`config.mk`:
```
export PLATFORM = sky130hd
export DESIGN_NAME = gsensor_spi_sequencer
export DESIGN_NICKNAME = d
export VERILOG_FILES = /design/src/rtl/gsensor_spi_sequencer.sv
export SDC_FILE = /design/constraint.sdc
export NUM_CORES = 1
export LEC_CHECK = 0
export BUFFER_PORTS_ARGS = -buffer_cell sky130_fd_sc_hd__buf_2
export CAP_MARGIN = 20
export CELL_PAD_IN_SITES_DETAIL_PLACEMENT = 0
export CELL_PAD_IN_SITES_GLOBAL_PLACEMENT = 1
export CORE_MARGIN = 4
export CORE_UTILIZATION = 40
export CTS_CLUSTER_SIZE = 28
export DETAILED_ROUTE_END_ITERATION = 12
export PLACE_DENSITY_LB_ADDON = 0.1
export SYNTH_ARGS = -nofsm -noshare
export SYNTH_HDL_FRONTEND = slang
export SYNTH_SLANG_ARGS = --single-unit
```
`constraint.sdc`:
```
create_clock -name clk_clk -period 3 [get_ports clk_clk]
set_input_delay 0.15 -clock clk_clk [delete_from_list [all_inputs] [get_ports clk_clk]]
set_output_delay 0.15 -clock clk_clk [all_outputs]
set_load 0.05 [all_outputs]
```
`src/rtl/gsensor_spi_sequencer.sv`:
```
// ADXL345 SPI sequencer: three config writes after reset, then periodic
// 6-byte burst reads of DATAX0..DATAZ1 published as signed X/Y/Z samples.
//
// state     | meaning
// ----------+--------------------------------------------------------------
// S_INIT0   | write BW_RATE (0x2C)
// S_INIT1   | write DATA_FORMAT (0x31)
// S_INIT2   | write POWER_CTL (0x2D)
// S_WAIT    | idle, waiting for enable and the sample period timer
// S_READ    | burst read frame in progress
// S_PUBLISH | post-read gap; samples were latched on the SS_n rise
module gsensor_spi_sequencer #(
   parameter int         CLK_DIV       = 5,
   parameter int         SAMPLE_PERIOD = 500000,
   parameter logic [7:0] BW_RATE_VAL   = 8'h0A,
   parameter logic [7:0] FORMAT_VAL    = 8'h08,
   parameter logic [7:0] POWER_VAL     = 8'h08
) (
   input  logic        clk_clk,
   input  logic        reset_reset_n,
   input  logic        enable,
   input  logic        gsensor_MISO,
   output logic        gsensor_MOSI,
   output logic        gsensor_SCLK,
   output logic        gsensor_SS_n,
   output logic [15:0] accel_x,
   output logic [15:0] accel_y,
   output logic [15:0] accel_z,
   output logic        accel_valid,
   output logic        init_done,
   output logic        busy,
   output logic [15:0] sample_count
);

   localparam int DW = $clog2(CLK_DIV + 1);
   localparam int GW = $clog2(2 * CLK_DIV + 1);
   localparam int PW = $clog2(SAMPLE_PERIOD + 1);
   localparam logic [DW-1:0] DIV_LOAD = DW'(CLK_DIV - 1);
   localparam logic [GW-1:0] GAP_LOAD = GW'(2 * CLK_DIV - 1);
   localparam logic [PW-1:0] PER_LOAD = PW'(SAMPLE_PERIOD - 1);

   typedef enum logic [2:0] {
      S_INIT0, S_INIT1, S_INIT2, S_WAIT, S_READ, S_PUBLISH
   } state_t;

   // Bit-level position inside a frame; PH_HOLD is the extra half-period
   // after the last rising edge, PH_GAP keeps SS_n high before the next frame.
   typedef enum logic [2:0] {
      PH_IDLE, PH_SETUP, PH_LOW, PH_HIGH, PH_HOLD, PH_GAP
   } phase_t;

   state_t          r_state;
   phase_t          r_phase;
   logic [DW-1:0]   r_div;
   logic [GW-1:0]   r_gap;
   logic [PW-1:0]   r_period;
   logic [5:0]      r_bits;
   logic [55:0]     r_tx;
   logic [47:0]     r_rx;
   logic            r_ss_n;
   logic            r_sclk;
   logic            r_mosi;
   logic [15:0]     r_ax;
   logic [15:0]     r_ay;
   logic [15:0]     r_az;
   logic            r_valid;
   logic            r_init_done;
   logic            r_busy;
   logic [15:0]     r_count;

   logic            w_free;
   logic            w_is_init;
   logic            w_rd_go;
   logic            w_start;
   logic [15:0]     w_cmd_word;

   // A new frame may begin from idle or on the last cycle of a gap, so
   // back-to-back frames are separated by exactly 2*CLK_DIV cycles.
   assign w_free    = (r_phase == PH_IDLE) || ((r_phase == PH_GAP) && (r_gap == '0));
   assign w_is_init = (r_state == S_INIT0) || (r_state == S_INIT1) || (r_state == S_INIT2);
   assign w_rd_go   = enable && (r_period == '0) &&
                      ((r_state == S_WAIT) || (r_state == S_PUBLISH));
   assign w_start   = w_free && (w_is_init || w_rd_go);

   // Register/value pair for the pending configuration write.
   always_comb begin
      w_cmd_word = 16'h0000;
      case (r_state)
         S_INIT0: w_cmd_word = {8'h2C, BW_RATE_VAL};
         S_INIT1: w_cmd_word = {8'h31, FORMAT_VAL};
         S_INIT2: w_cmd_word = {8'h2D, POWER_VAL};
         default: w_cmd_word = 16'h0000;
      endcase
   end

   // Sequencer FSM, SPI mode-3 bit engine and sample publishing.
   always_ff @(posedge clk_clk or negedge reset_reset_n) begin
      if (!reset_reset_n) begin
         r_state     <= S_INIT0;
         r_phase     <= PH_IDLE;
         r_div       <= '0;
         r_gap       <= '0;
         r_period    <= '0;
         r_bits      <= 6'd0;
         r_tx        <= '0;
         r_rx        <= '0;
         r_ss_n      <= 1'b1;
         r_sclk      <= 1'b1;
         r_mosi      <= 1'b0;
         r_ax        <= 16'h0000;
         r_ay        <= 16'h0000;
         r_az        <= 16'h0000;
         r_valid     <= 1'b0;
         r_init_done <= 1'b0;
         r_busy      <= 1'b0;
         r_count     <= 16'h0000;
      end else begin
         r_valid <= 1'b0;
         if (r_period != '0)
            r_period <= r_period - PW'(1);

         if (w_start) begin
            r_ss_n  <= 1'b0;
            r_busy  <= 1'b1;
            r_phase <= PH_SETUP;
            r_div   <= DIV_LOAD;
            if (w_is_init) begin
               r_tx   <= {w_cmd_word, 40'h0};
               r_bits <= 6'd16;
            end else begin
               r_tx     <= {8'hF2, 48'h0};
               r_bits   <= 6'd56;
               r_state  <= S_READ;
               r_period <= PER_LOAD;
            end
         end else begin
            unique case (r_phase)
               PH_IDLE: begin
               end
               PH_SETUP, PH_HIGH: begin
                  if (r_div != '0) begin
                     r_div <= r_div - DW'(1);
                  end else begin
                     r_div <= DIV_LOAD;
                     if ((r_phase == PH_HIGH) && (r_bits == 6'd0)) begin
                        r_phase <= PH_HOLD;
                     end else begin
                        r_sclk  <= 1'b0;
                        r_mosi  <= r_tx[55];
                        r_tx    <= {r_tx[54:0], 1'b0};
                        r_phase <= PH_LOW;
                     end
                  end
               end
               PH_LOW: begin
                  if (r_div != '0) begin
                     r_div <= r_div - DW'(1);
                  end else begin
                     r_div   <= DIV_LOAD;
                     r_sclk  <= 1'b1;
                     r_rx    <= {r_rx[46:0], gsensor_MISO};
                     r_bits  <= r_bits - 6'd1;
                     r_phase <= PH_HIGH;
                  end
               end
               PH_HOLD: begin
                  if (r_div != '0) begin
                     r_div <= r_div - DW'(1);
                  end else begin
                     r_ss_n  <= 1'b1;
                     r_mosi  <= 1'b0;
                     r_phase <= PH_GAP;
                     r_gap   <= GAP_LOAD;
                     case (r_state)
                        S_INIT0: r_state <= S_INIT1;
                        S_INIT1: r_state <= S_INIT2;
                        S_INIT2: begin
                           r_state     <= S_WAIT;
                           r_init_done <= 1'b1;
                           r_period    <= PER_LOAD;
                        end
                        S_READ: begin
                           r_state <= S_PUBLISH;
                           r_ax    <= {r_rx[39:32], r_rx[47:40]};
                           r_ay    <= {r_rx[23:16], r_rx[31:24]};
                           r_az    <= {r_rx[7:0],   r_rx[15:8]};
                           r_valid <= 1'b1;
                           r_count <= r_count + 16'd1;
                        end
                        default: r_state <= S_WAIT;
                     endcase
                  end
               end
               PH_GAP: begin
                  if (r_gap != '0) begin
                     r_gap <= r_gap - GW'(1);
                  end else begin
                     r_phase <= PH_IDLE;
                     r_busy  <= 1'b0;
                     if (r_state == S_PUBLISH)
                        r_state <= S_WAIT;
                  end
               end
               default: r_phase <= PH_IDLE;
            endcase
         end
      end
   end

   assign gsensor_SS_n = r_ss_n;
   assign gsensor_SCLK = r_sclk;
   assign gsensor_MOSI = r_mosi;
   assign accel_x      = r_ax;
   assign accel_y      = r_ay;
   assign accel_z      = r_az;
   assign accel_valid  = r_valid;
   assign init_done    = r_init_done;
   assign busy         = r_busy;
   assign sample_count = r_count;

endmodule

```
### Word level (Yosys, flattened, before mapping)

Index checks and enable logic that the tools add are counted.

| word-level totals | value |
|---|---|
| output and inout port bits | 70 |
| register bits after elaboration | 212 |
| logic and storage cells | 147 |

| operators by class | value |
|---|---|
| reduce and logical (&&, ||, !) cells | 42 |
| $add $sub $neg | 5 |
| equal/unequal tests | 26 |
| bitwise operators | 2 |
| multiplexer cells | 54 |

Operators by type and width:

| operator | count |
|---|---|
| $mux W56 | 5 |
| $mux W19 | 6 |
| $mux W3 | 14 |
| $pmux W14 S3 | 1 |
| $mux W6 | 4 |
| $reduce_and A5 Y1 | 4 |
| $logic_not A19 Y1 | 1 |
| $reduce_bool A19 Y1 | 1 |
| $sub A19 B1 Y19 const B | 1 |
| $ne A2 B2 Y1 const B | 9 |
| $add A16 B1 Y16 const B | 1 |
| $mux W1 | 15 |
| $ne A3 B3 Y1 const B | 5 |
| $pmux W3 S5 | 1 |
| $reduce_bool A2 Y1 | 7 |
| $eq A3 B2 Y1 const B | 4 |
| $eq A3 B3 Y1 const B | 4 |
| $pmux W3 S2 | 2 |
| $reduce_and A4 Y1 | 3 |
| $pmux W3 S3 | 1 |
| $reduce_bool A3 Y1 | 3 |
| $mux W4 | 2 |
| $pmux W4 S2 | 1 |
| $reduce_and A2 Y1 | 4 |
| other kinds (17) | 30 |

### Logic depth before layout (Yosys ltp)

Gate-level depths: netlist of run 1.

| logic depth | value |
|---|---|
| depth after elaboration | 7 |
| depth in mapped cells | 10 |
| mapped depth without buffers | 9 |

### Least setup slack after synthesis of run 1

Ideal clock, no wire load.

| timing path | value |
|---|---|
| path type | flip-flop to flip-flop |
| from | reg r_gap[0] |
| to | reg r_period[17] |
| setup slack | 0.924 ns |
| required time | 2.932 ns |
| clock period less this slack | 2.076 ns |
| arrival time | 2.008 ns |
| path buffers | 2 |
| cell stages (with the launch flop) | 10 |
| cell sequence | dfrtp_1 > inv_1 > ha_1 > nor3b_2 > a31oi_2 > or3_1 > buf_2 > o221a_4 > buf_8 > nand3_1 |

| between the ends | value |
|---|---|
| word-level cells in the longest chain between the ends | 5 |

Ends and longest elaborated chain:

| element | RTL line | RTL |
|---|---|---|
| from (decl) | 55 | `logic [GW-1:0] r_gap;` |
| from (signal assigned) | 196 | `r_gap <= r_gap - GW'(1);` |
| $logic_not A4 Y1 | 79 | `assign w_free = (r_phase == PH_IDLE) \|\| ((r_phase == PH_GAP) && (r_gap == '0));` |
| $logic_and A1 B1 Y1 | 79 |  |
| $logic_or A1 B1 Y1 | 79 |  |
| $logic_and A1 B1 Y1 | 83 | `assign w_start = w_free && (w_is_init \|\| w_rd_go);` |
| $mux W19 | 122 | `if (w_start) begin` |
| to (signal assigned) | 120 | `r_period <= r_period - PW'(1);` |
| to (decl) | 56 | `logic [PW-1:0] r_period;` |

Every way passes these cells.
A chain may end at the register's enable or synchronous reset.

### Worst setup path in the final report of run 1

| timing path | value |
|---|---|
| from | reg r_gap[0] |
| to | reg r_period[16] |

The elaborated chain is that of the path after synthesis.

==> impl_metrics.yaml, run 1 <==
finish:
  nNetsFinal: 903
  fin_util_pct: 47.8
  diodes: 0
  drive_above_1_share_pct: 15.5
  fillers: 1714
  synthToLayoutAreaGrowth_pct: 16.0
clocking:
  cts_resized: 0
  clk_latency_ns: 0.42
  cts-root-buf: "clkbuf_16"
  numClockSinks: 171
  cts_buffers: 17
  htreeDepth: 4
  cts_tree: "yes"
  postCtsSetupRepairBufs: 0
  cts_hold_buf: 2
  clk_pin_slew_worst_paths_ns: 0.06
  clockBufferDepth: 2
critical_path:
  cp_max_fo: 11
  crit_path_start_kind: "register"
  endpoint_kind: "register"
  cp.arrival_ns: 2.71
  worst_ep_required_time_ns: 3.34
  path_class: "reg2reg"
yosys:
  synth_top_area_share_pct: 56.3
  synth_seq_cells: 171
  synth-edff-count: 0
  synth_area_leaders: "dfrtp_1 56%, nand2_1 17%, xnor2_1 1.9%"
  yosys.cell_types.count: 65
  syn_nets: 836
  async_flop_share_pct: 100
  synth-main-ff-cell: "dfrtp_1"
  yosys_warnings: 0
  yosysTopAreaCell: "dfrtp_1"
  ys_seq_area_share_pct: 57.0
  synthCells: 824
  synth_commonest_cells: "350 x nand2_1, 169 x dfrtp_1, 35 x nor2_1"
  avgSynthCellArea_um2: 9.12
  synthesis.area_mm2: 0.00751
  synth.most_common_cell: "nand2_1"
grt:
  grt-ovfl-total: 0
  first_global_vias: 5758
  grt_usage_pct: 16.5
  grt_pass1_wl_mm: 28.9
  antenna_found_initial: 0
  grt_start_max_net_pins: 59
timing:
  finalSetupViolations: 0
  final-hold-violation-count: 0
  maxSlewViolCount: 0
  slew_headroom_pct: 37.3
  tightest_slew_ns: 0.938
  rsz0062_at_grt: "no"
  finalSetupTns_ns: 0
  timing.fmax_ghz: 0.421
  finalCriticalPeriod_ns: 2.37
  clock_skew_ns: 0.0129
  finalCritPeriodShare_pct: 79.1
routing:
  drc: 0
  vias_per_cell: 5.05
  firstDrtPassIters: 4
  wl_per_cell_um: 14.7
  final_antenna_net_count: 0
  drt_iter0_drc: 386
  vias: 5721
  finalWirelength_mm: 16.7
flow_run:
  cap_viol_max_count: 0
floorplanning:
  core_mm2: 0.0182
  dieArea_mm2: 0.0210
  num_io_pins: 74
  fp.dieW_um: 145
  start_util_pct: 41.3
  die_h_um: 145
  rows: 49
placed_design:
  place_congestion: 0.812
  dpl.hpwl_mm: 10.7
  io_buffers: 73
pwr:
  powerDensity_mw_per_mm2: 516
  vdd_drop_max_mv: 0.336
  leakagePower_uw: 0.00445
worst_hold_path:
  min_path_type: "in2async"
outcome:
  status: "complete, no violations"
[critical path, stage by stage (launching register included)]
cell,delay (ns)
dfrtp_1,0.38
inv_1,0.14
ha_1,0.18
nor3b_2,0.32
a31oi_2,0.24
or3_1,0.56
o221a_4,0.37
o21ai_1,0.10
[final timing paths]
| check | startpoint | endpoint | slack [ns] | cells after the start |
|---|---|---|---|---|
| setup / recovery | r_gap[0]$_DFFE_PN0P_ | r_period[16]$_DFF_PN0_ | 0.63 | 7 |
| hold / removal | reset_reset_n | r_gap[3]$_DFFE_PN0P_ | 0.27 | 2 |
| setup reg to reg | r_gap[0]$_DFFE_PN0P_ | r_period[16]$_DFF_PN0_ | 0.63 | 7 |
| hold reg to reg | init_done$_DFFE_PN0P_ | init_done$_DFFE_PN0P_ | 0.46 | 1 |
| max in group asynchronous | reset_reset_n | accel_z[12]$_DFFE_PN0P_ | 1.92 | 3 |
| min in group clk_clk | enable | r_period[9]$_DFF_PN0_ | 0.30 | 5 |
[cells in the final DEF (no fill, tap or decap), drive strengths merged, types with 3 or more instances in the layout]
cell and instances:
dfrtp 169, nor2 35, nand4 9, nand3 24, or3 8, a21oi 20, xnor2 16, clkinv 4
nand2 350, a31oi 5, nor4 6, o22ai 4, nor2b 4, o211ai 5, or2 3, inv 21
buf 84, clkinvlp 3, clkbuf 21, o21ai 26, xor2 15, a22oi 3, nand2b 4, ha 8
nor3b 6, nor3 14
[logic make-up after synthesis]
group                      share of synthesized area (%)
and+or+nand+nor                                     27.8
DFF                                                 57.0
adders and majority gates                           1.33
buffers and inverters                               3.15
muxes                                              0.133
xor gates and xnor gates                            3.61
AOI/OAI and AO/OA                                   7.00
[area by class of cell]
cell class | count | area, um^2 | area share [%]
Multi-Input combinational cell | 597 | 3000 | 34.4
Inverter | 18 | 67.6 | 0.776
Tap cell | 229 | 287 | 3.29
Sequential cell | 171 | 4280 | 49.1
Clock buffer | 21 | 460 | 5.29
Clock inverter | 11 | 109 | 1.25
Timing Repair Buffer | 86 | 512 | 5.87
[registers in the layout (all words and copies together), names as in the netlist, 3 cells and up]
name and cells:
r_rx 48, r_period 19, accel_x 16, accel_y 16, accel_z 16, sample_count 16, r_tx 15, r_bits 6
r_gap 4, r_div 3, r_phase 3, r_state 3
[routing by layer]
| metal | track usage, % | wire length, um |
|---|---|---|
| met3 | 3.90 | 628 |
| met1 | 22.0 | 7930 |
| met5 | 0 | 0 |
| met4 | 4.09 | 144 |
| met2 | 27.4 | 7950 |
[per-stage QoR]
step                      instances  total power [uW]  instance area, um^2  hold WS [ns]  setup slack [ns]
final                          1133              4490                 8710         0.266             0.626
after global routing           1133              4680                 8710         0.316             0.458
after CTS                      1133              4560                 8710         0.272             0.623
after detailed placement       1099              2410                 8120         0.160             0.637
after global placement         1099              2400                 8120         0.154             0.748
after floorplan                 824              2350                 7510        -0.146             0.924
[power breakdown]
part	internal (uW)	total (uW)	switching [uW]	leakage (uW)
logic	8.26	54.2	45.9	0.00200
clock network	1200	2130	934	0.000272
registers	2310	2310	0	0.00218
Note: power is estimated with default switching activity, not from simulation.
==> run 2, diff against run 1 <==
==> constraint.sdc (replaced) <==
create_clock -name clk_clk -period 2.2 [get_ports clk_clk]
set_input_delay 0.11 -clock clk_clk [delete_from_list [all_inputs] [get_ports clk_clk]]
set_output_delay 0.11 -clock clk_clk [all_outputs]
set_load 0.05 [all_outputs]
==> impl_metrics.yaml, run 2 (synthesis gave the netlist of run 1 again) <==
critical_path:
  path_class: "reg2reg"
  worst_ep_required_time_ns: 2.57
  crit_buf_inv: 1
  r2r_cells: 7
  slowest_stage: "or3_4"
  slowest_delay_ns: 0.49
  worstReg2RegEnd: "r_period[0]$_DFF_PN0_"
  path_delay_family: "simple AND/OR/NAND/NOR gates"
  cp_max_fo: 5
  crit_path_start_kind: "register"
  cp_cell_sequence: "inv_2, ha_4, nor4b_4, nand4_1, or3_4, o221a_2, nand2_1"
  reg2reg_from: "r_period[1]$_DFF_PN0_"
  r2r_slack_ns: 0.09
  endpoint_kind: "register"
  cp.arrival_ns: 2.48
flow_run:
  cap_viol_max_count: 0
timing:
  maxSlewViolCount: 0
  clock_skew_ns: 0.00987
  finalSetupTns_ns: 0
  tightest_slew_ns: 0.546
  finalSetupViolations: 0
  slew_headroom_pct: 63.6
  finalCriticalPeriod_ns: 2.11
  timing.fmax_ghz: 0.474
  finalCritPeriodShare_pct: 95.9
  final-hold-violation-count: 0
placed_design:
  dpl.hpwl_mm: 11.2
  place_congestion: 0.806
  dp.cells: 1118
  io_buffers: 73
  place_area_mm2: 0.00829
floorplanning:
  dieArea_mm2: 0.0210
  rows: 49
  die_h_um: 145
  start_util_pct: 41.3
  num_io_pins: 74
  core_mm2: 0.0182
  fp.dieW_um: 145
routing:
  drt_iter0_drc: 242
  vias: 5829
  finalWirelength_mm: 17.2
  drc: 0
  firstDrtPassIters: 4
  final_antenna_net_count: 0
  wl_per_cell_um: 14.9
  vias_per_cell: 5.05
finish:
  instances_no_fill: 1155
  largest_reg_flops: 48
  largest-register: "r_rx"
  synthToLayoutAreaGrowth_pct: 19.3
  fin_area_mm2: 0.00896
  nNetsFinal: 926
  diodes: 0
  mostFrequentLayoutCells: "350 x nand2_1, 169 x dfrtp_1, 72 x buf_2"
  final_common_cell: "nand2_1"
  drive_above_1_share_pct: 18.8
  reg.largest.list: "r_rx (48), r_period (19)"
grt:
  grt_usage_pct: 16.8
  grt_pass1_wl_mm: 29.6
  grt-ovfl-total: 0
  antenna_found_initial: 0
  grt_start_max_net_pins: 56
  first_global_vias: 5926
outcome:
  status: "complete, no violations"
clocking:
  numClockSinks: 171
  clk_latency_ns: 0.43
  htreeDepth: 4
  cts-root-buf: "clkbuf_16"
  cts_tree: "yes"
  cts_buffers: 17
  clk_pin_slew_worst_paths_ns: 0.07
  clockBufferDepth: 2
pwr:
  total_power_uw: 6070
  powerDensity_mw_per_mm2: 677
  leakagePower_uw: 0.00458
  vdd_drop_max_mv: 0.509
worst_hold_path:
  min_path_type: "in2async"
## run 2: worst reg2reg max path, cell delays in order, from the launching register on
cell and delay, ns:
dfrtp_1 0.42, inv_2 0.09, ha_4 0.12, nor4b_4 0.23
nand4_1 0.26, or3_4 0.49, o221a_2 0.36, nand2_1 0.08
## run 2: per-stage QoR
stage,utilization [%],setup WS [ns],hold slack [ns]
floorplan,-,0.124,-0.186
global placement,45.5,0.110,0.123
detailed placement,45.5,0.0111,0.124
CTS,48.7,0.0371,0.233
global route,49.2,-0.0195,0.284
finish,49.2,0.0903,0.216
## run 2: final cells by class
| type | instances | area (um^2) |
|---|---|---|
| Sequential cell | 171 | 4280 |
| Timing Repair Buffer | 108 | 702 |
| Multi-Input combinational cell | 598 | 3060 |
| Tap cell | 229 | 287 |
| Clock buffer | 20 | 467 |
| Fill cell | 1718 | 9250 |
| Inverter | 18 | 70.1 |
| Clock inverter | 11 | 87.6 |
## run 2: metal layers
layer | up-vias | part of all wire, % | global-route usage [%]
met1 | 2864 | 47 | 22.3
li1 | 2860 | - | -
met2 | 86 | 49 | 28.1
met4 | 0 | 1.2 | 4.37
met5 | - | 0 | 0
met3 | 19 | 3.0 | 3.80
## run 2: worst max path at each step
stage	cells past startpoint	end	start	slack (ns)
6_report	7	r_period[0]$_DFF_PN0_	r_period[1]$_DFF_PN0_	0.09
5_1_grt	7	r_period[4]$_DFF_PN0_	r_period[1]$_DFF_PN0_	-0.02
4_1_cts	7	r_period[14]$_DFF_PN0_	r_period[1]$_DFF_PN0_	0.04
3_5_place_dp	7	r_period[7]$_DFF_PN0_	r_period[1]$_DFF_PN0_	0.01
3_3_place_gp	7	r_period[12]$_DFF_PN0_	r_period[1]$_DFF_PN0_	0.11
2_1_floorplan	9	r_period[17]$_DFF_PN0_	r_gap[0]$_DFFE_PN0P_	0.12
## run 2: timing repair
item                                   4_1_cts  5_1_grt
setup endpoints to repair                    2       73
resized for setup                            1       13
endpoints found under the hold margin       50        0
hold buffers                                 2        0
gates cloned                                 0        1
buffers inserted                             0        3
pin swaps                                    0        4
## run 2: power by group
group          switching [uW]  total (uW)  internal, uW  leakage (uW)
clock                    1300        2850          1550      0.000267
combinational            64.2        79.0          14.9       0.00213
sequential                  0        3140          3140       0.00218
==> run 3, diff against run 2 <==
--- a/config.mk
+++ b/config.mk
@@ -9,7 +9,7 @@
 export CAP_MARGIN = 20
 export CELL_PAD_IN_SITES_DETAIL_PLACEMENT = 0
 export CELL_PAD_IN_SITES_GLOBAL_PLACEMENT = 1
-export CORE_MARGIN = 4
+export CORE_MARGIN = 2
 export CORE_UTILIZATION = 40
 export CTS_CLUSTER_SIZE = 28
 export DETAILED_ROUTE_END_ITERATION = 12
==> impl_metrics.yaml, run 3 (synthesis gave the netlist of run 1 again) <==
critical_path:
  path_class: "reg2reg"
  r2r_slack_ns: 0.14
  cp.arrival_ns: 2.40
  crit_path_start_kind: "register"
  endpoint_kind: "register"
  r2r_cells: 7
  crit_buf_inv: 1
  cp_max_fo: 11
  slowest_stage: "dfrtp_1"
  path_delay_family: "simple AND/OR/NAND/NOR gates"
  worstSetupPathDepth: 7
  cp_cell_sequence: "inv_1, ha_1, nor4b_4, nand4_1, or3_4, o221a_4, o21ai_1"
  slowest_delay_ns: 0.43
  worst_ep_required_time_ns: 2.54
pwr:
  powerDensity_mw_per_mm2: 719
  leakagePower_uw: 0.00465
  total_power_uw: 6520
  p_comb_share_pct: 1.2
  vdd_drop_max_mv: 0.486
  p_sw_uw: 1410
  sw_frac_of_total_pct: 21.6
  p_int_uw: 5110
  pwr-share-clk_pct: 50.6
  seqPwrFrac_pct: 48.2
placed_design:
  place_area_mm2: 0.00836
  dp.cells: 1130
  io_buffers: 73
  place_congestion: 0.809
  dpl.hpwl_mm: 11.1
routing:
  vias_per_cell: 4.99
  firstDrtPassIters: 4
  wl_per_cell_um: 14.5
  final_antenna_net_count: 0
  finalWirelength_mm: 16.8
  drt_iter0_drc: 358
  drc: 0
  vias: 5808
timing:
  timing.fmax_ghz: 0.485
  clock_skew_ns: 0.00782
  finalSetupTns_ns: 0
  slew_headroom_pct: 63.5
  final-hold-violation-count: 0
  finalSetupViolations: 0
  maxSlewViolCount: 0
  tightest_slew_ns: 0.547
  rsz0062_at_grt: "yes"
  finalCriticalPeriod_ns: 2.06
  hold_slack_ns: 0.201
  finalCritPeriodShare_pct: 93.7
clocking:
  postCtsSetupRepairBufs: 0
  numClockSinks: 171
  cts-root-buf: "clkbuf_16"
  clockBufferDepth: 2
  clk_pin_slew_worst_paths_ns: 0.07
  cts_tree: "yes"
  htreeDepth: 4
  clk_latency_ns: 0.42
  cts_buffers: 17
floorplanning:
  die_h_um: 141
  num_io_pins: 74
  rows: 50
  core_mm2: 0.0186
  dieArea_mm2: 0.0199
  fp.dieW_um: 141
  start_util_pct: 40.4
finish:
  final_common_cell: "nand2_1"
  instances_no_fill: 1164
  fin_area_mm2: 0.00907
  synthToLayoutAreaGrowth_pct: 20.8
  mostFrequentLayoutCells: "350 x nand2_1, 169 x dfrtp_1, 72 x buf_2"
  fillers: 1766
  largest-register: "r_rx"
  largest_reg_flops: 48
  reg.largest.list: "r_rx (48), r_period (19)"
  nNetsFinal: 929
  drive_above_1_share_pct: 18.4
  diodes: 0
worst_hold_path:
  min_path_type: "in2async"
grt:
  grt_usage_pct: 17.6
  antenna_found_initial: 0
  grt-ovfl-total: 0
  grt_start_max_net_pins: 52
  first_global_vias: 5781
  grt_pass1_wl_mm: 28.4
outcome:
  status: "complete, no violations"
flow_run:
  cap_viol_max_count: 0
-- run 3: cell types whose count changed in the layout (fill, tap and decap cells not counted), sizes merged --
cell,before,now
buf,106,110
bufinv,0,4
inv,22,26
clkinvlp,3,0
clkbuf,20,18
clkinv,4,2
o221a,2,1
-- run 3: worst reg2reg max path: cells and delay by family, from the launching register on --
kind | cells | cell delay [ns]
flops | 1 | 0.43
fa+ha+maj | 1 | 0.16
simple gates | 3 | 0.86
compound gates | 2 | 0.43
buf+inv | 1 | 0.10
-- run 3: path summary, 6_finish.rpt --
| check | startpoint | to |
|---|---|---|
| setup / recovery | r_period[0]$_DFF_PN0_ | r_period[16]$_DFF_PN0_ |
| hold / removal | reset_reset_n | r_gap[3]$_DFFE_PN0P_ |
| setup reg to reg | r_period[0]$_DFF_PN0_ | r_period[16]$_DFF_PN0_ |
| hold reg to reg | init_done$_DFFE_PN0P_ | init_done$_DFFE_PN0P_ |
| max in group asynchronous | reset_reset_n | accel_x[14]$_DFFE_PN0P_ |
| min in group clk_clk | enable | r_period[11]$_DFF_PN0_ |
-- run 3: power groups by stage --
| stage | Sequential [uW] | Combinational, uW | Clock [uW] |
|---|---|---|---|
| finish | 3140 | 79.8 | 3300 |
| global route | 3140 | 94.8 | 3560 |
| detailed placement | 3200 | 83.7 | 0 |
| CTS | 3140 | 86.6 | 3400 |
| global placement | 3200 | 81.6 | 0 |
| floorplan | 3200 | 0.0502 | 0 |
-- run 3: area by class of cell --
type	instances	area, um^2	share of cell area, %
sequential	171	4280	47.2
multi-input combinational	597	3030	33.4
timing repair buffer	112	744	8.21
clock buffer	18	429	4.73
tap	234	293	3.23
clock inverter	14	223	2.45
inverter	18	67.6	0.745
-- run 3: layer usage --
layer,track usage [%],routed length (um)
met5,0,0
met4,5.11,174
met2,29.2,8300
met1,22.7,7650
met3,4.99,709
-- run 3: what timing repair did --
item,in CTS,in global routing
hold buffers,2,0
gates resized for setup,0,6
endpoints found under the setup margin,0,18
hold endpoints to repair,45,0
-- run 3: through the flow --
| step | worst slack (ns) | utilization (%) |
|---|---|---|
| 6_report | 0.139 | 48.8 |
| 5_1_grt | -0.0255 | 48.8 |
| 4_1_cts | 0.0728 | 48.6 |
| 3_5_place_dp | 0.0971 | 45.0 |
| 3_3_place_gp | 0.167 | 45.0 |
| 2_1_floorplan | 0.124 | - |
